[config.mk]
export PLATFORM = sky130hd
export DESIGN_NAME = add_result_accum
export DESIGN_NICKNAME = d
export VERILOG_FILES = /design/src/rtl/add_result_accum.sv
export SDC_FILE = /design/constraint.sdc
export NUM_CORES = 1
export LEC_CHECK = 0
export CAP_MARGIN = 20
export CORE_UTILIZATION = 35
export CTS_CLUSTER_SIZE = 28
export DETAILED_ROUTE_END_ITERATION = 10
export HOLD_SLACK_MARGIN = 0.15
export SLEW_MARGIN = 20
export SYNTH_ARGS = -nofsm -noshare
export SYNTH_HDL_FRONTEND = slang
export SYNTH_SLANG_ARGS = --single-unit
[constraint.sdc]
create_clock -name clk -period 1.9 [get_ports clk]
set_input_delay 0.19 -clock clk [delete_from_list [all_inputs] [get_ports clk]]
set_output_delay 0.19 -clock clk [all_outputs]
set_load 0.005 [all_outputs]
[src/rtl/add_result_accum.sv]
// Batch accumulator for a 3-bit adder result {c2,s1,s0}. It sums NSAMP samples,
// then holds the total until the consumer takes it.
module add_result_accum #(
    parameter int unsigned NSAMP = 4,
    parameter int unsigned ACCW  = 8
) (
    input  logic            clk,
    input  logic            rst,
    input  logic            s0,
    input  logic            s1,
    input  logic            c2,
    input  logic            in_valid,
    output logic            in_ready,
    input  logic            clear,
    output logic [ACCW-1:0] acc_out,
    output logic [3:0]      cnt,
    output logic            ovf,
    output logic            out_valid,
    input  logic            out_ready
);

    typedef enum logic [1:0] {IDLE, ACC, HOLD} state_t;

    localparam logic [3:0] nsamp_c = 4'(NSAMP);

    state_t        state;
    logic [2:0]    v;
    logic [ACCW:0] sum;
    logic [3:0]    cnt_nxt;

    assign v       = {c2, s1, s0};
    // One extra bit keeps the carry out of the accumulator for the overflow flag.
    assign sum     = {1'b0, acc_out} + (ACCW + 1)'(v);
    assign cnt_nxt = cnt + 4'd1;

    // in_ready and out_valid are registered copies of the state decode.
    always_ff @(posedge clk or posedge rst) begin
        if (rst) begin
            state     <= IDLE;
            acc_out   <= '0;
            cnt       <= '0;
            ovf       <= 1'b0;
            out_valid <= 1'b0;
            in_ready  <= 1'b1;
        end else if (clear) begin
            state     <= IDLE;
            acc_out   <= '0;
            cnt       <= '0;
            ovf       <= 1'b0;
            out_valid <= 1'b0;
            in_ready  <= 1'b1;
        end else begin
            unique case (state)
                IDLE: begin
                    if (in_valid) begin
                        acc_out <= ACCW'(v);
                        cnt     <= 4'd1;
                        ovf     <= 1'b0;
                        if (nsamp_c == 4'd1) begin
                            state     <= HOLD;
                            in_ready  <= 1'b0;
                            out_valid <= 1'b1;
                        end else begin
                            state <= ACC;
                        end
                    end
                end
                ACC: begin
                    if (in_valid) begin
                        acc_out <= sum[ACCW-1:0];
                        cnt     <= cnt_nxt;
                        ovf     <= ovf | sum[ACCW];
                        if (cnt_nxt == nsamp_c) begin
                            state     <= HOLD;
                            in_ready  <= 1'b0;
                            out_valid <= 1'b1;
                        end
                    end
                end
                HOLD: begin
                    if (out_ready) begin
                        state     <= IDLE;
                        in_ready  <= 1'b1;
                        out_valid <= 1'b0;
                    end
                end
                default: begin
                    state     <= IDLE;
                    in_ready  <= 1'b1;
                    out_valid <= 1'b0;
                end
            endcase
        end
    end

endmodule
### Yosys cells after proc, flatten, opt, wreduce, memory -nomap -nowiden

Cells that the tools add are included.

* equal/unequal tests: 8
* mux-type cells: 28
* shift-type cells: 0
* add/subtract/negate cells: 2
* reduce and logical (&&, ||, !) cells: 5
* bitwise operators: 1
* div/mod/pow operators: 0
* order comparisons: 0
* multipliers: 0

Operators with widths (count)
* 8-bit 2-to-1 mux: 3
* 8-bit case mux with 2 select lines: 1
* 4-bit 2-to-1 mux: 3
* 3-bit != test, second input constant: 4
* 1-bit 2-to-1 mux: 11
* 2-bit 2-to-1 mux: 5
* 8-bit by 3-bit adder with 9-bit output: 1
* 4-bit case mux with 2 select lines: 1
* 4-bit AND reduction: 2
* 1-bit case mux with 3 select lines: 2
* 2-bit case mux with 3 select lines: 1
* 4-bit by 1-bit adder with 4-bit output, second input constant: 1
* 4-bit by 3-bit == test with 1-bit output, second input constant: 1
* 3-bit AND reduction: 1
* 3-bit nonzero test: 1
* 2-bit by 1-bit == test with 1-bit output, second input constant: 1
* 2-bit == test, second input constant: 1
* 2-bit logical NOT: 1
* 2-bit != test, second input constant: 1
* 1-bit case mux with 2 select lines: 1
* 1-bit bitwise OR: 1

* register bits: 17
* bits in writable memories: 0
* bits in read-only memories: 0
* memories kept: 0
* logic and storage cells: 50
* bits of input ports: 8
* latch bits: 0
* output and inout port bits: 15

### Logic depth before layout (Yosys ltp)

* depth in word-level cells: 6
* gate-level depth with buffers: 7
* mapped depth without buffers: 7

### Worst setup path before layout

Ideal clock, no wire load.

* path kind: register to register
* start: reg acc_out[0]
* end: reg acc_out[6]
* slack: 0.181 ns
* period minus slack after synthesis: 1.719 ns
* arrival: 1.598 ns
* required time: 1.779 ns
* stages on the path, launching flop included: 8
* library setup time: 0.121 ns
* buffers on the path: 0
* cell sequence: dfrtp_1 > ha_1 > inv_1 > fa_1 > nor2b_1 > o2111a_1 > o21ai_0 > a22o_1

* longest elaborated chain between the ends: 4

RTL lines
* from (decl): RTL line 15 `output logic [ACCW-1:0] acc_out,`
* from (signal assigned): RTL line 56 `acc_out <= ACCW'(v);`
* from (signal assigned): RTL line 70 `acc_out <= sum[ACCW-1:0];`
* 8-bit by 3-bit adder with 9-bit output: RTL line 33 `assign sum = {1'b0, acc_out} + (ACCW + 1)'(v);`
* 8-bit 2-to-1 mux: RTL line 69 `if (in_valid) begin`
* 8-bit case mux with 2 select lines: RTL line 53 `unique case (state)`
* 8-bit 2-to-1 mux: RTL line 45 `end else if (clear) begin`

Every way passes these cells. The select of a mux whose other input is x is not followed.
A chain may end at the register's enable or synchronous reset.

### Worst setup path after layout

* start: in s0
* end: reg acc_out[6]

* longest elaborated chain between the ends: 4

RTL lines
* from (decl): RTL line 9 `input logic s0,`
* 8-bit by 3-bit adder with 9-bit output: RTL line 33
* 8-bit 2-to-1 mux: RTL line 69
* 8-bit case mux with 2 select lines: RTL line 53
* 8-bit 2-to-1 mux: RTL line 45

Every way passes these cells. The select of a mux whose other input is x is not followed.

==> impl_metrics.csv <==
group,metric,value,unit
outcome,outcome,"finished, final reports clean",
floorplanning,core_region_area,2760,µm²
placement,postPlaceCellArea,1320,µm²
run,cap_violations,0,
placement,dp_hpwl,1740,µm
sta,worst_pin_slew,0.676,ns
sta,fin_crit,1.84,ns
power,irDropWorstVdd,335,µV
yosys,synth_fp_nets,119,
final_layout,drive_above_1_share,0.137,
setup_path,critPathCaptureType,"flip-flop",
sta,slew_viol_final,0,
sta,holdWs,0.286,ns
yosys,yosysMostFrequentCell,"dfrtp_1",
global_route,overflow,0,
sta,timing.fmax,543,MHz
power,p_switching,198,µW
clock_tree,cts_buffer_depth,2,
sta,slew_headroom,0.549,
yosys,seq_area_frac_synth,0.422,
global_route,grt_usage,0.162,
yosys,synthArstFlopShare,1.00,
power,power_density,531,nW/µm²
floorplanning,die_x,55.8,µm
clock_tree,root_buffer,"clkbuf_4",
placement,gp_congestion,0.793,
clock_tree,cts.sinks,17,
yosys,synthTopCellsByCount,"dfrtp_1, o21ai_0, a21oi_1, nand2_1, nor2_1",
yosys,ys_types,40,
final_layout,fin_area,1360,µm²
sta,setup_slack,0.0597,ns
yosys,postSynthCellCount,105,
final_layout,areaGrowthSynthToFinish,34.6,%
global_route,grt_first_pass_wirelength,4000,µm
global_route,grt_pass1_vias,873,
detailed_routing,avgViaCountPerCell,5.44,
clock_tree,clkTransAtPathRegs,0.10,ns
final_layout,diodes,0,
global_route,antenna_found_initial,0,
power,swShare,0.273,
clock_tree,clkLatencyLatePin,0.29,ns
global_route,grt_max_degree,18,
setup_path,worstPathRequired,2.09,ns
sta,skew,0.000418,ns
placement,post-place-ws,-0.207,ns
detailed_routing,wl,2320,µm
floorplanning,io_pins,23,
sta,min_period_over_period,0.969,
floorplanning,fp.dieArea,3110,µm²
clock_tree,cts_max_level,1,
clock_tree,hold_buffers,0,
setup_path,arrival,2.03,ns
detailed_routing,drc,0,
yosys,synth-edff-count,0,
yosys,netlist_area,1010,µm²
setup_path,critPathMaxFanout,3,
yosys,synth_area_per_cell,9.64,µm²
power,leakagePower,0.000611,µW
detailed_routing,firstDrtPassIters,5,
setup_path,path_class,"in -> reg",
detailed_routing,num_vias,924,
floorplanning,die_y,55.8,µm
power,power.internal,526,µW
sta,setup_viol,0,
detailed_routing,drtIter0Drc,23,
yosys,yosysTopAreaCell,"dfrtp_1",
setup_path,start_kind,"input port",
yosys,synth-seq-cells,17,
yosys,synth_ff_type,"dfrtp_1",
floorplanning,initial_utilization,0.367,
yosys,synth_warnings,0,
floorplanning,rows,19,
final_layout,finalNetCount,154,
yosys,netlist.area_leader.share,0.396,
clock_tree,cts_buffers,3,
detailed_routing,detail_route.wl_per_cell,13.6,µm
placement,numPortBuffers,22,
power,clock_power_share,0.280,
hold_path,hp-class,"in -> async",
power,power_frac_comb,0.188,
power,seqPwrFrac,0.532,
detailed_routing,drtAntennaViolNets,0,
yosys,ys_top_cells_by_area,"dfrtp_1, ha_1, o21ai_0",
clock_tree,cts_tree,"done",
sta,hold_viol_final,0,
## worst paths after layout
check / end / slack (ns) / from / cells after the start
worst min-delay path: acc_out[1] / 0.29 / rst / 2
worst min register to register: out_valid / 0.51 / out_valid / 1
min in group clk: out_valid / 0.51 / out_valid / 1
worst max register to register: acc_out[6] / 0.06 / acc_out[0] / 7
max in group asynchronous: out_valid / 1.19 / rst / 2
worst max-delay path: acc_out[6] / 0.06 / s0 / 8
## worst max-delay path, cell delays in order
cell	delay, ns
clkdlybuf4s50_1	0.50
ha_2	0.19
inv_1	0.05
fa_1	0.38
nor2b_1	0.15
o2111a_1	0.26
o21ai_1	0.08
a22o_1	0.23
## power by group through the flow
stage               clock network, µW  logic, µW  registers, µW
floorplan                           0       73.9            388
global placement                    0        132            391
detailed placement                  0        134            392
CTS                               209        134            385
global route                      224        152            388
finish                            203        136            385
## area by class of cell
cell class | count | area [µm²]
inverters | 6 | 22.5
well taps | 31 | 38.8
repair buffers | 33 | 303
flip-flops and latches | 17 | 427
multi-input cells | 79 | 546
clock buffers | 4 | 26.3
fillers | 275 | 1400
## flip-flops by register name (all words and copies together), names as in the netlist
name,flops
acc_out,8
ovf,1
in_ready,1
out_valid,1
cnt,4
state,2
## cell usage in the layout, fill, tap and decap left out, drive strengths merged, types with 4 or more instances in the layout
master and count:
inv 6, nor2 8, clkdlybuf4s50 22, o21ai 10
clkbuf 4, a21oi 7, ha 5, nand2 8
buf 11, dfrtp 16
## kinds of logic after synthesis
group	Yosys count	synth area share
AO/OA/AOI/OAI	35	0.227
XOR/XNOR	1	0.00865
adder cells (fa/ha/maj)	6	0.0816
buffers and inverters	9	0.0420
flip-flops	17	0.422
multiplexers	2	0.0198
AND/OR/NAND/NOR	35	0.199
## stage by stage
step                utilization  TNS (ns)  total power (µW)  instances
floorplan                     -         0               462        105
global placement          0.478    -0.492               523        164
detailed placement        0.478    -0.699               526        164
CTS                       0.488         0               729        168
global route              0.494  -0.00437               763        170
finish                    0.494         0               723        170
## per-layer routing
layer  track usage  up-vias  wire length, µm
li1              -      450                -
met1         0.220      448             1090
met2         0.262       24             1120
met3        0.0256        2               80
met4        0.0536        0               19
met5             0        -                0
## what timing repair did
| item | 4_1_cts | 5_1_grt |
|---|---|---|
| setup endpoints to repair | 0 | 2 |
| buffers inserted | 0 | 2 |
| gates resized for setup | 0 | 2 |
Power figures use the tool's default switching activity.
